## src/rtl/ram_basic_ctrl.sv

```systemverilog
// Request-driven initiator for the 64x8 ram_basic: buffers requests in a small FIFO
// and plays each one onto the CS/WR/addr/data_in bus with a fixed CS-low window.
//
//  state  | meaning
//  -------+-----------------------------------------------------------
//  IDLE   | bus parked (CS = 1), waiting for a queued request
//  ACCESS | CS = 0, bus holds the popped entry, counter runs down to 0
//  GAP    | one CS-high cycle between accesses, may pop the next entry
module ram_basic_ctrl #(
   parameter int ACC_CYC    = 2,
   parameter int FIFO_DEPTH = 4
) (
   input  logic       clk,
   input  logic       rst,
   input  logic       req_valid,
   output logic       req_ready,
   input  logic       req_wr,
   input  logic [5:0] req_addr,
   input  logic [7:0] req_wdata,
   output logic       rsp_valid,
   output logic [7:0] rsp_data,
   output logic       wr_done,
   output logic       busy,
   output logic       CS,
   output logic       WR,
   output logic [5:0] addr,
   output logic [7:0] data_in,
   input  logic [7:0] data_out,
   output logic       en
);

   localparam int AW = $clog2(FIFO_DEPTH);

   typedef enum logic [1:0] {S_IDLE, S_ACCESS, S_GAP} state_t;

   state_t        state, state_nxt;
   logic [14:0]   fifo_mem [FIFO_DEPTH];
   logic [AW-1:0] wr_ptr, rd_ptr;
   logic [AW:0]   count;
   logic          full, empty, push, pop, load, done;
   logic [3:0]    cnt;
   logic [14:0]   head;

   assign full      = (count == (AW+1)'(FIFO_DEPTH));
   assign empty     = (count == '0);
   assign push      = req_valid & ~full;
   assign head      = fifo_mem[rd_ptr];
   assign req_ready = ~full;
   assign busy      = (state != S_IDLE) | ~empty;
   assign en        = 1'b1;

   always_ff @(posedge clk) begin
      if (push) fifo_mem[wr_ptr] <= {req_wr, req_addr, req_wdata};
   end

   // Push and pop may coincide; count then stays put.
   always_ff @(posedge clk or posedge rst) begin
      if (rst) begin
         wr_ptr <= '0;
         rd_ptr <= '0;
         count  <= '0;
      end else begin
         if (push) wr_ptr <= wr_ptr + 1'b1;
         if (pop)  rd_ptr <= rd_ptr + 1'b1;
         case ({push, pop})
            2'b10:   count <= count + 1'b1;
            2'b01:   count <= count - 1'b1;
            default: count <= count;
         endcase
      end
   end

   always_ff @(posedge clk or posedge rst) begin
      if (rst) state <= S_IDLE;
      else     state <= state_nxt;
   end

   always_comb begin
      state_nxt = state;
      pop       = 1'b0;
      load      = 1'b0;
      done      = 1'b0;
      case (state)
         S_IDLE: begin
            if (!empty) begin
               pop       = 1'b1;
               load      = 1'b1;
               state_nxt = S_ACCESS;
            end
         end
         S_ACCESS: begin
            if (cnt == 4'd0) begin
               done      = 1'b1;
               state_nxt = S_GAP;
            end
         end
         S_GAP: begin
            if (!empty) begin
               pop       = 1'b1;
               load      = 1'b1;
               state_nxt = S_ACCESS;
            end else begin
               state_nxt = S_IDLE;
            end
         end
         default: state_nxt = S_IDLE;
      endcase
   end

   // WR/addr/data_in only move on the edge that drops CS, so they are stable
   // across the whole window and through the following gap.
   always_ff @(posedge clk or posedge rst) begin
      if (rst) begin
         CS        <= 1'b1;
         WR        <= 1'b0;
         addr      <= '0;
         data_in   <= '0;
         cnt       <= '0;
         rsp_valid <= 1'b0;
         rsp_data  <= '0;
         wr_done   <= 1'b0;
      end else begin
         rsp_valid <= 1'b0;
         wr_done   <= 1'b0;
         if (load) begin
            CS                  <= 1'b0;
            {WR, addr, data_in} <= head;
            cnt                 <= 4'(ACC_CYC - 1);
         end else if (done) begin
            CS <= 1'b1;
            if (WR) begin
               wr_done <= 1'b1;
            end else begin
               rsp_valid <= 1'b1;
               rsp_data  <= data_out;
            end
         end else if (state == S_ACCESS) begin
            cnt <= cnt - 4'd1;
         end
      end
   end

endmodule

```

## config.mk

```make
export PLATFORM = sky130hd
export DESIGN_NAME = ram_basic_ctrl
export DESIGN_NICKNAME = d
export VERILOG_FILES = /design/src/rtl/ram_basic_ctrl.sv
export SDC_FILE = /design/constraint.sdc
export NUM_CORES = 1
export LEC_CHECK = 0
export CAP_MARGIN = 25
export CORE_MARGIN = 8
export CORE_UTILIZATION = 58
export CTS_CLUSTER_DIAMETER = 120
export CTS_CLUSTER_SIZE = 10
export DETAILED_ROUTE_END_ITERATION = 8
export GPL_TIMING_DRIVEN = 0
export PLACE_DENSITY = 0.84
export REMOVE_ABC_BUFFERS = 1
export SYNTH_ARGS = -nofsm -noshare
export SYNTH_HDL_FRONTEND = slang
export SYNTH_SLANG_ARGS = --single-unit
```

## constraint.sdc

```tcl
create_clock -name clk -period 6.25 [get_ports clk]
set_clock_uncertainty 0.15 [all_clocks]
set_input_delay 1.5625 -clock clk [delete_from_list [all_inputs] [get_ports clk]]
set_output_delay 1.5625 -clock clk [all_outputs]
set_load 0.005 [all_outputs]
```

==> impl_summary.md, run 1 <==
Logic synthesis
Synthesis inferred 99 register bits. The post-synthesis instance area is 3850 um2. The post-synthesis instance total is 199. After synthesis, the mean cell area works out to 19.3 um2. The fraction of synthesized cell area in xor and xnor cells is 1.37%. The portion of synthesized area spent on multiplexers is 16.6%. Yosys mapped the design onto 33 distinct sky130hd cell types. The main combinational cell family by area after synthesis is multiplexers. The fraction of the mapped netlist area in compound gates is 1.07%. Summing the sequential cell areas from Yosys gives 72.2% of the chip area.

The Yosys step of the flow raised 0 warnings. The fraction of the mapped netlist area in simple logic gates is 4.26%. The synthesized-area fraction occupied by adder cells is 2.47%.

Critical path
The type of the worst setup path is flip-flop to output port. The number of cells on the worst reg-to-reg path is 8. The startpoint of the worst-slack reg-to-reg timing path is count[1]. The slack of the worst reg-to-reg path is 3.59 ns. The endpoint arrival time on the critical path is 1.94 ns. On the critical path, the stage with the largest delay is an instance of nor3_1. In this run the worst path has a maximum fanout of 5. The type of destination of the critical path is an output port. STA puts the critical path data required time at 4.54 ns. The critical path goes through nor3_1, nand2_1, clkdlybuf4s50_1. The endpoint identified for the worst register-to-register timing path is count[2]. The maximum cell stage delay along the critical path is 0.57 ns. STA classifies the critical path startpoint as a flip-flop.

STA
The highest clock frequency the design can meet is 274 MHz. The final clock period utilization by the worst path is 58.4%. The minimum setup slack in the final design is 2.60 ns. The count of pins over their slew limit was 0.

Setup repair after global routing left no endpoint under its margin. In this run the tightest slew margin relative to its limit is 44.0%. The transition time at the pin with the least slew margin is 0.840 ns.

Setup total negative slack on the finished layout was measured at 0 ns. Final hold analysis gives a worst-case slack of 0.352 ns. Counting I/O delays and the setup requirement, the final critical path takes 3.65 ns. The count of endpoints failing hold in the final timing report was 0. The number of failing setup endpoints in the final timing report is 0.

Clock tree
Clock tree synthesis inserted a total of 9 buffers. The largest buffer count on any clock path is 2. TritonCTS built the clock tree. The number of levels in the clock H-tree is 3. The clock reaches the later pin of the worst-skew pair after 0.37 ns.

Gates resized during post-CTS repair numbered 0. The post-CTS repair timing setup buffer count is 0. The clock-pin slew on the worst setup and hold paths is 0.09 ns. The quantity of hold-fixing buffers added after cts is 0. The tree built by TritonCTS fans out to 99 sinks. The cell sitting at the root of the clock tree is a clkbuf_8.

Die
The placement row count is 29. The die is 97.5 um tall. The initial cell density of the core is 60.3%. After floorplanning, the core was sized to cover 6390 um2. The die outline area is 9500 um2. The width of the die is 97.5 um. 55 I/O pins were placed.

Worst hold path
The endpoint with the worst hold slack is count[2]. Along the worst hold path, the cell count comes to 1. In this run the most critical hold path is launched from count[2]. The worst hold-check path type is flip-flop to flip-flop.

Power
The worst voltage drop across the vdd grid is 359 uV. The total power consumption of the routed design is 2.23 mW. Dividing total power by cell area gives a power density of 479 nW/um2. For this design the static power due to leakage is 1.73 nW.

Layout
Across the whole layout, storage elements account for 2780 um2. Fill cells in the final layout number 385. The area growth from synthesis to layout is 20.9%.

The area of the multi-input gates is 997 um2. 0 antenna diodes ended up in the layout. The share of layout cells above drive strength 1 is 24.5%. The final cell area excluding filler cells is 4650 um2. The final layout contains 289 nets.

Outcome
The flow ran to the end, and the final reports show no timing, DRC or antenna violations.

Global routing
The via count of the first global-routing pass is 2051. Across every metal layer, demand over resource in global routing totals 14.1%. The number of antenna violations at the first check in global routing is 0. Entering global routing, the biggest net connects 40 pins. The first global-routing pass estimated 10.5 mm of wire.

For this run the aggregate overflow at the end of global routing stands at 0.

Route
In this run the remaining antenna-violating nets after routing total 0. Dividing the detail-routed wire length by the instance count gives 18.9 um. After detailed routing, the number of remaining DRC violations is 0. The detailed-router iteration count before antenna repair is 4. The iteration-0 DRC count of the detailed router is 106. The total wire length after detailed routing is 6.39 mm. Dividing the detail-routed via count by the number of cells gives 5.64. The total via count after detailed routing is 1907.

Place
The standard cell area after detailed placement is 4440 um2. Before CTS, the worst setup slack after placement is 2.77 ns. The half-perimeter wire length of the detailed placement result is 4.29 mm. At the end of routability-driven placement, the weighted congestion stood at 0.737. The total of buffers placed on input and output ports is 53.

Flow run
The tool flagged a number of max-cap violations equal to 0.
[worst max-delay path, delay by kind of cell (launching register included)]
kind,cells,cell delay [ns]
flops,1,0.43
simple gates,2,0.67
buf+inv,1,0.48
[logic make-up (layout without fill, tap and decap cells)]
family | Yosys count | after routing
compound gates | 6 | 6
simple gates | 25 | 25
fa+ha+maj | 7 | 7
xor+xnor | 6 | 6
mux | 41 | 41
buf+inv | 14 | 76
other cells | 1 | 1
flops | 99 | 99
[final cells by class]
class | instances | area share (%)
Sequential cell | 99 | 59.7
Multi-Input combinational cell | 86 | 21.4
Timing Repair Buffer | 55 | 12.3
Clock buffer | 9 | 2.66
Tap cell | 77 | 2.07
Clock inverter | 7 | 1.42
Inverter | 5 | 0.403
[registers in the layout, summed over array words and instances, names as in the netlist]
register / count
rd_ptr: 2
rsp_valid: 1
state: 2
fifo_mem: 60
count: 3
rsp_data: 8
cnt: 4
wr_ptr: 2
addr: 6
wr_done: 1
data_in: 8
CS: 1
WR: 1
[synthesized netlist by cell type]
| cell type | n | share of area (%) |
|---|---|---|
| edfxtp_1 | 60 | 47 |
| nand2_1 | 3 | 0.29 |
| fa_1 | 1 | 0.52 |
| nand2b_2 | 1 | 0.23 |
| and3_1 | 4 | 0.65 |
| inv_1 | 5 | 0.49 |
| nand3b_1 | 1 | 0.20 |
| xnor2_1 | 3 | 0.68 |
| o22a_1 | 1 | 0.23 |
| nor3_1 | 2 | 0.26 |
| and3b_1 | 1 | 0.23 |
| mux4_2 | 13 | 7.6 |
| nand2b_1 | 2 | 0.33 |
| nor2_1 | 4 | 0.39 |
| buf_4 | 1 | 0.20 |
| xor2_1 | 3 | 0.68 |
| ha_1 | 6 | 2.0 |
| clkbuf_1 | 3 | 0.29 |
| buf_6 | 2 | 0.59 |
| nand4_1 | 1 | 0.16 |
| or2_2 | 1 | 0.16 |
| mux4_1 | 2 | 1.4 |
| o22ai_1 | 3 | 0.49 |
| dfrtp_1 | 38 | 25 |
| o41ai_1 | 1 | 0.23 |
| a21oi_1 | 1 | 0.13 |
| buf_2 | 3 | 0.39 |
| nor3b_1 | 3 | 0.59 |
| dfstp_2 | 1 | 0.68 |
| or3b_2 | 1 | 0.23 |
| nor4_4 | 1 | 0.55 |
| conb_1 | 1 | 0.097 |
| mux2_2 | 26 | 7.6 |
[where the power goes]
group / leakage [nW] / switching [mW] / internal, mW / total (mW)
clock: 0.0986 / 0.233 / 0.156 / 0.389
sequential: 1.02 / 0.132 / 0.912 / 1.04
combinational: 0.610 / 0.306 / 0.490 / 0.797
total: 1.73 / 0.672 / 1.56 / 2.23
[metrics by stage]
step / utilization, % / instances
4_1_cts: 72.5 / 337
2_1_floorplan: - / 190
3_5_place_dp: 69.5 / 321
6_report: 72.9 / 338
5_1_grt: 72.9 / 338
3_3_place_gp: 69.2 / 320
[how the worst max path moves through the flow]
stage,startpoint,end,slack [ns],cells past startpoint
after CTS,count[2],busy,2.54,3
final,count[1],busy,2.60,3
after global routing,count[0],busy,2.49,3
after detailed placement,req_valid,count[2],2.77,7
after floorplan,req_valid,count[2],3.40,6
after global placement,rst,data_in[2],2.76,2
[placed cells by master (no fill, tap or decap), drive strengths merged, types with 2 or more instances in the layout]
master / instances
edfxtp: 60
clkdlybuf4s50: 53
dfrtp: 38
mux2: 26
mux4: 15
inv: 10
clkbuf: 9
ha: 6
and3: 4
nor2: 4
xnor2: 3
xor2: 3
nor3b: 3
nand2: 3
o22ai: 3
nand2b: 3
nor3: 2
clkinv: 2
buf: 2
[per-layer routing]
| metal | global-route usage [%] | up-vias | share of wire (%) |
|---|---|---|---|
| met1 | 17.1 | 969 | 42 |
| met3 | 5.69 | 11 | 6.5 |
| met4 | 4.90 | 0 | 1.3 |
| met2 | 22.5 | 53 | 50 |
| li1 | - | 874 | - |
| met5 | 0 | - | 0 |
No activity file was read; power rests on OpenSTA's default activity.
==> inputs of run 2 (changes only) <==
- CORE_UTILIZATION: 58 -> 54
- PLACE_DENSITY: 0.84 -> 0.79
- clock period: 6.25 -> 3.42 ns (I/O delays scaled with it)
==> impl_summary.md, run 2 (synthesis gave the netlist of run 1 again) <==
Outcome
Run status: finished, final reports clean (unchanged).

Clock tree
The TritonCTS buffer count is 9 (unchanged). The largest buffer count on any clock path is 2 (unchanged). The post-CTS repair timing setup buffer count is 0 (unchanged). The number of gates given a new drive strength after cts was 0 (unchanged).

The root buffer selected by CTS is clkbuf_8 (unchanged). The quantity of hold-fixing buffers added after cts is 0 (unchanged). The clock sink total came to 99 (unchanged). The number of levels in the clock H-tree came to 3 (unchanged). The clock-pin slew on the worst setup and hold paths is 0.09 ns (about the same). The clock latency at the later pin of the worst-skew pair is 0.35 ns (was 0.37 ns). The TritonCTS clock tree is yes (unchanged).

Global routing
The via count of the first global-routing pass was 2035 (was 2051). The global router's overall resource usage was 13.8% (was 14.1%). The number of antenna violations at the first check in global routing came to 0 (unchanged). The global-route wire length before repair is 10.3 mm (was 10.5 mm). The overflow left after global routing is 0 (unchanged).

The pin count of the biggest net entering global routing is 40 (unchanged).

Power
The worst voltage drop across the vdd grid came to 371 uV (was 359 uV). The static leakage was 1.70 nW (was 1.73 nW). The total power per unit cell area came to 858 nW/um2 (was 479 nW/um2).

Route
The total via count after detailed routing is 1923 (was 1907). The average detailed-routed wire length per instance is 17.9 um (was 18.9 um). The post-detailed-route count of antenna-violating nets came to 0 (unchanged). The iteration-0 DRC count of the detailed router is 83 (was 106). The detailed-router iteration count before antenna repair is 4 (unchanged). The total wire length after detailed routing is 6.40 mm (was 6.39 mm).

The number of design rule violations left after detail routing is 0 (unchanged). The per-cell via count in the routed design came to 5.39 (was 5.64).

STA
The number of failing setup endpoints in the final timing report is 0 (unchanged). After layout, the worst path uses 87.8% of the clock period. The transition time at the pin with the least slew margin is 0.834 ns (was 0.840 ns). The count of pins over their slew limit is 0 (unchanged). Unrepaired setup endpoints after global routing: false (unchanged).

The count of endpoints failing hold in the final timing report is 0 (unchanged). The normalized max-slew margin is 44.4% (was 44.0%). The accumulated negative setup slack came to 0 ns (unchanged). The clock period could shrink to 3.00 ns. The highest clock frequency the design can meet is 333 MHz.

The minimum setup slack in the final design is 0.416 ns (was 2.60 ns).

Layout
Top library cells by usage in the layout, fill and taps aside: edfxtp_1 (60), clkdlybuf4s50_1 (53), dfrtp_1 (38), mux2_2 (26), mux4_2 (13) (unchanged). The share of layout cells above drive strength 1 is 24.1% (was 24.5%). The number of nets in the final layout is 289 (unchanged). The register with the highest flop count is fifo_mem (unchanged). The number of cells in the finished layout apart from fillers is 357 (was 338). The final cell area excluding filler cells is 4640 um2 (was 4650 um2). The antenna cell count is 0 (unchanged). The layout overhead on the synthesized area is 20.7% (was 20.9%). The number of flip-flops in the largest register was 60 (unchanged). The layout filler cell count is 480 (was 385). The leading cell type in the layout, fill and taps excluded is edfxtp_1 (unchanged). Top Registers: fifo_mem x60, data_in x8, rsp_data x8 (unchanged).

Worst hold path
The worst hold-check path type is flip-flop to flip-flop (unchanged).

Place
The half-perimeter wire length of the detailed placement result is 4.26 mm (was 4.29 mm). The placement-stage worst setup slack came to 0.611 ns (was 2.77 ns). The total of buffers placed on input and output ports came to 53 (unchanged). The weighted congestion at the end of routability-driven global placement is 0.729 (was 0.737).

The number of cells in the design after placement came to 340 (was 321). The standard cell area after detailed placement came to 4460 um2 (was 4440 um2).

Critical path
The terminus of the critical flop-to-flop path is count[2] (unchanged). The type of destination of the critical path is an output port (unchanged). The startpoint of the worst-slack reg-to-reg timing path is count[1] (unchanged). The critical path capture point is busy (unchanged). The data required time of the critical path was 2.41 ns (was 4.54 ns).

The endpoint arrival time on the critical path is 2.00 ns (was 1.94 ns). The type of the worst setup path is flip-flop to output port (unchanged). The sort of element at the start of the critical path is a flip-flop (unchanged). The number of cells on the worst reg-to-reg path is 8 (unchanged).

The startpoint of the most critical setup path is count[1] (unchanged). The maximum net fanout on the critical path is 5 (unchanged). The slack of the worst reg-to-reg path is 0.68 ns (was 3.59 ns).

Die
The vertical die dimension was 100 um (was 97.5 um). The placement row count is 30 (was 29). The die outline area is 10100 um2 (was 9500 um2). The initial cell density of the core was 56.3% (was 60.3%). The placeable core region was 6830 um2 (was 6390 um2).

The top-level port count is 55 (unchanged). The width of the die is 100 um (was 97.5 um).

Flow run
The number of max-cap violations was 0 (unchanged).
[run 2: cell types whose count changed in the layout (fill, tap and decap cells not counted), sizes merged]
cell	previous run	this run
clkinv	2	4
inv	10	5
clkinvlp	0	3
[run 2: power by group]
group | internal [mW] | switching (mW) | leakage, nW | total (mW)
registers | 1.67 | 0.248 | 1.02 | 1.91
logic | 0.877 | 0.544 | 0.605 | 1.42
clock network | 0.260 | 0.388 | 0.0787 | 0.648
total | 2.80 | 1.18 | 1.70 | 3.98
[run 2: worst min path at each step]
stage,start,end,slack [ns],cells past startpoint
CTS,count[2],count[2],0.35,1
global placement,count[2],count[2],0.32,1
floorplan,count[2],count[2],0.31,1
finish,count[2],count[2],0.35,1
detailed placement,count[2],count[2],0.34,1
global route,count[2],count[2],0.36,1
[run 2: area by class of cell]
| type | instances | area, um2 | area share, % |
|---|---|---|---|
| clock inverter | 7 | 45.0 | 0.970 |
| clock buffer | 9 | 124 | 2.67 |
| multi-input combinational | 86 | 997 | 21.5 |
| inverter | 5 | 18.8 | 0.404 |
| timing repair buffer | 55 | 561 | 12.1 |
| sequential | 99 | 2780 | 59.8 |
| tap | 96 | 120 | 2.59 |
[run 2: stage by stage]
step / hold WS, ns / power, mW / util (%)
final: 0.350 / 3.98 / 68.0
after floorplan: 0.307 / 2.75 / -
after global routing: 0.364 / 4.23 / 68.0
after CTS: 0.351 / 4.01 / 67.8
after global placement: 0.324 / 3.30 / 65.0
after detailed placement: 0.338 / 3.37 / 65.3
[run 2: worst max-delay path, cell delays in order, from the launching register on]
cell and delay [ns]:
dfrtp_1 0.43, nor3_1 0.62, nand2_1 0.12, clkdlybuf4s50_1 0.48
[run 2: layer usage]
layer	wire length (um)	part of all wire [%]	vias to the layer above	global-route usage (%)
li1	-	-	873	-
met1	2770	43	999	16.8
met2	3210	50	44	22.3
met3	329	5.1	7	4.08
met4	89	1.4	0	5.93
met5	0	0	-	0
==> inputs of run 3 (changes only) <==
==> constraint.sdc (replaced) <==
create_clock -name clk -period 3.42 [get_ports clk]
set_clock_uncertainty 0.15 [all_clocks]
set_input_delay 0.342 -clock clk [delete_from_list [all_inputs] [get_ports clk]]
set_output_delay 0.342 -clock clk [all_outputs]
set_load 0.005 [all_outputs]
==> results of run 3 <==
The final DEF is identical to that of run 2. Status: finished, final reports clean.
Main changes from that run: setup slack after placement 0.611 ns -> 0.713 ns; setup slack after layout 0.416 ns -> 0.678 ns; hold slack 0.350 ns -> 0.320 ns; end point of the critical path busy -> count[2]
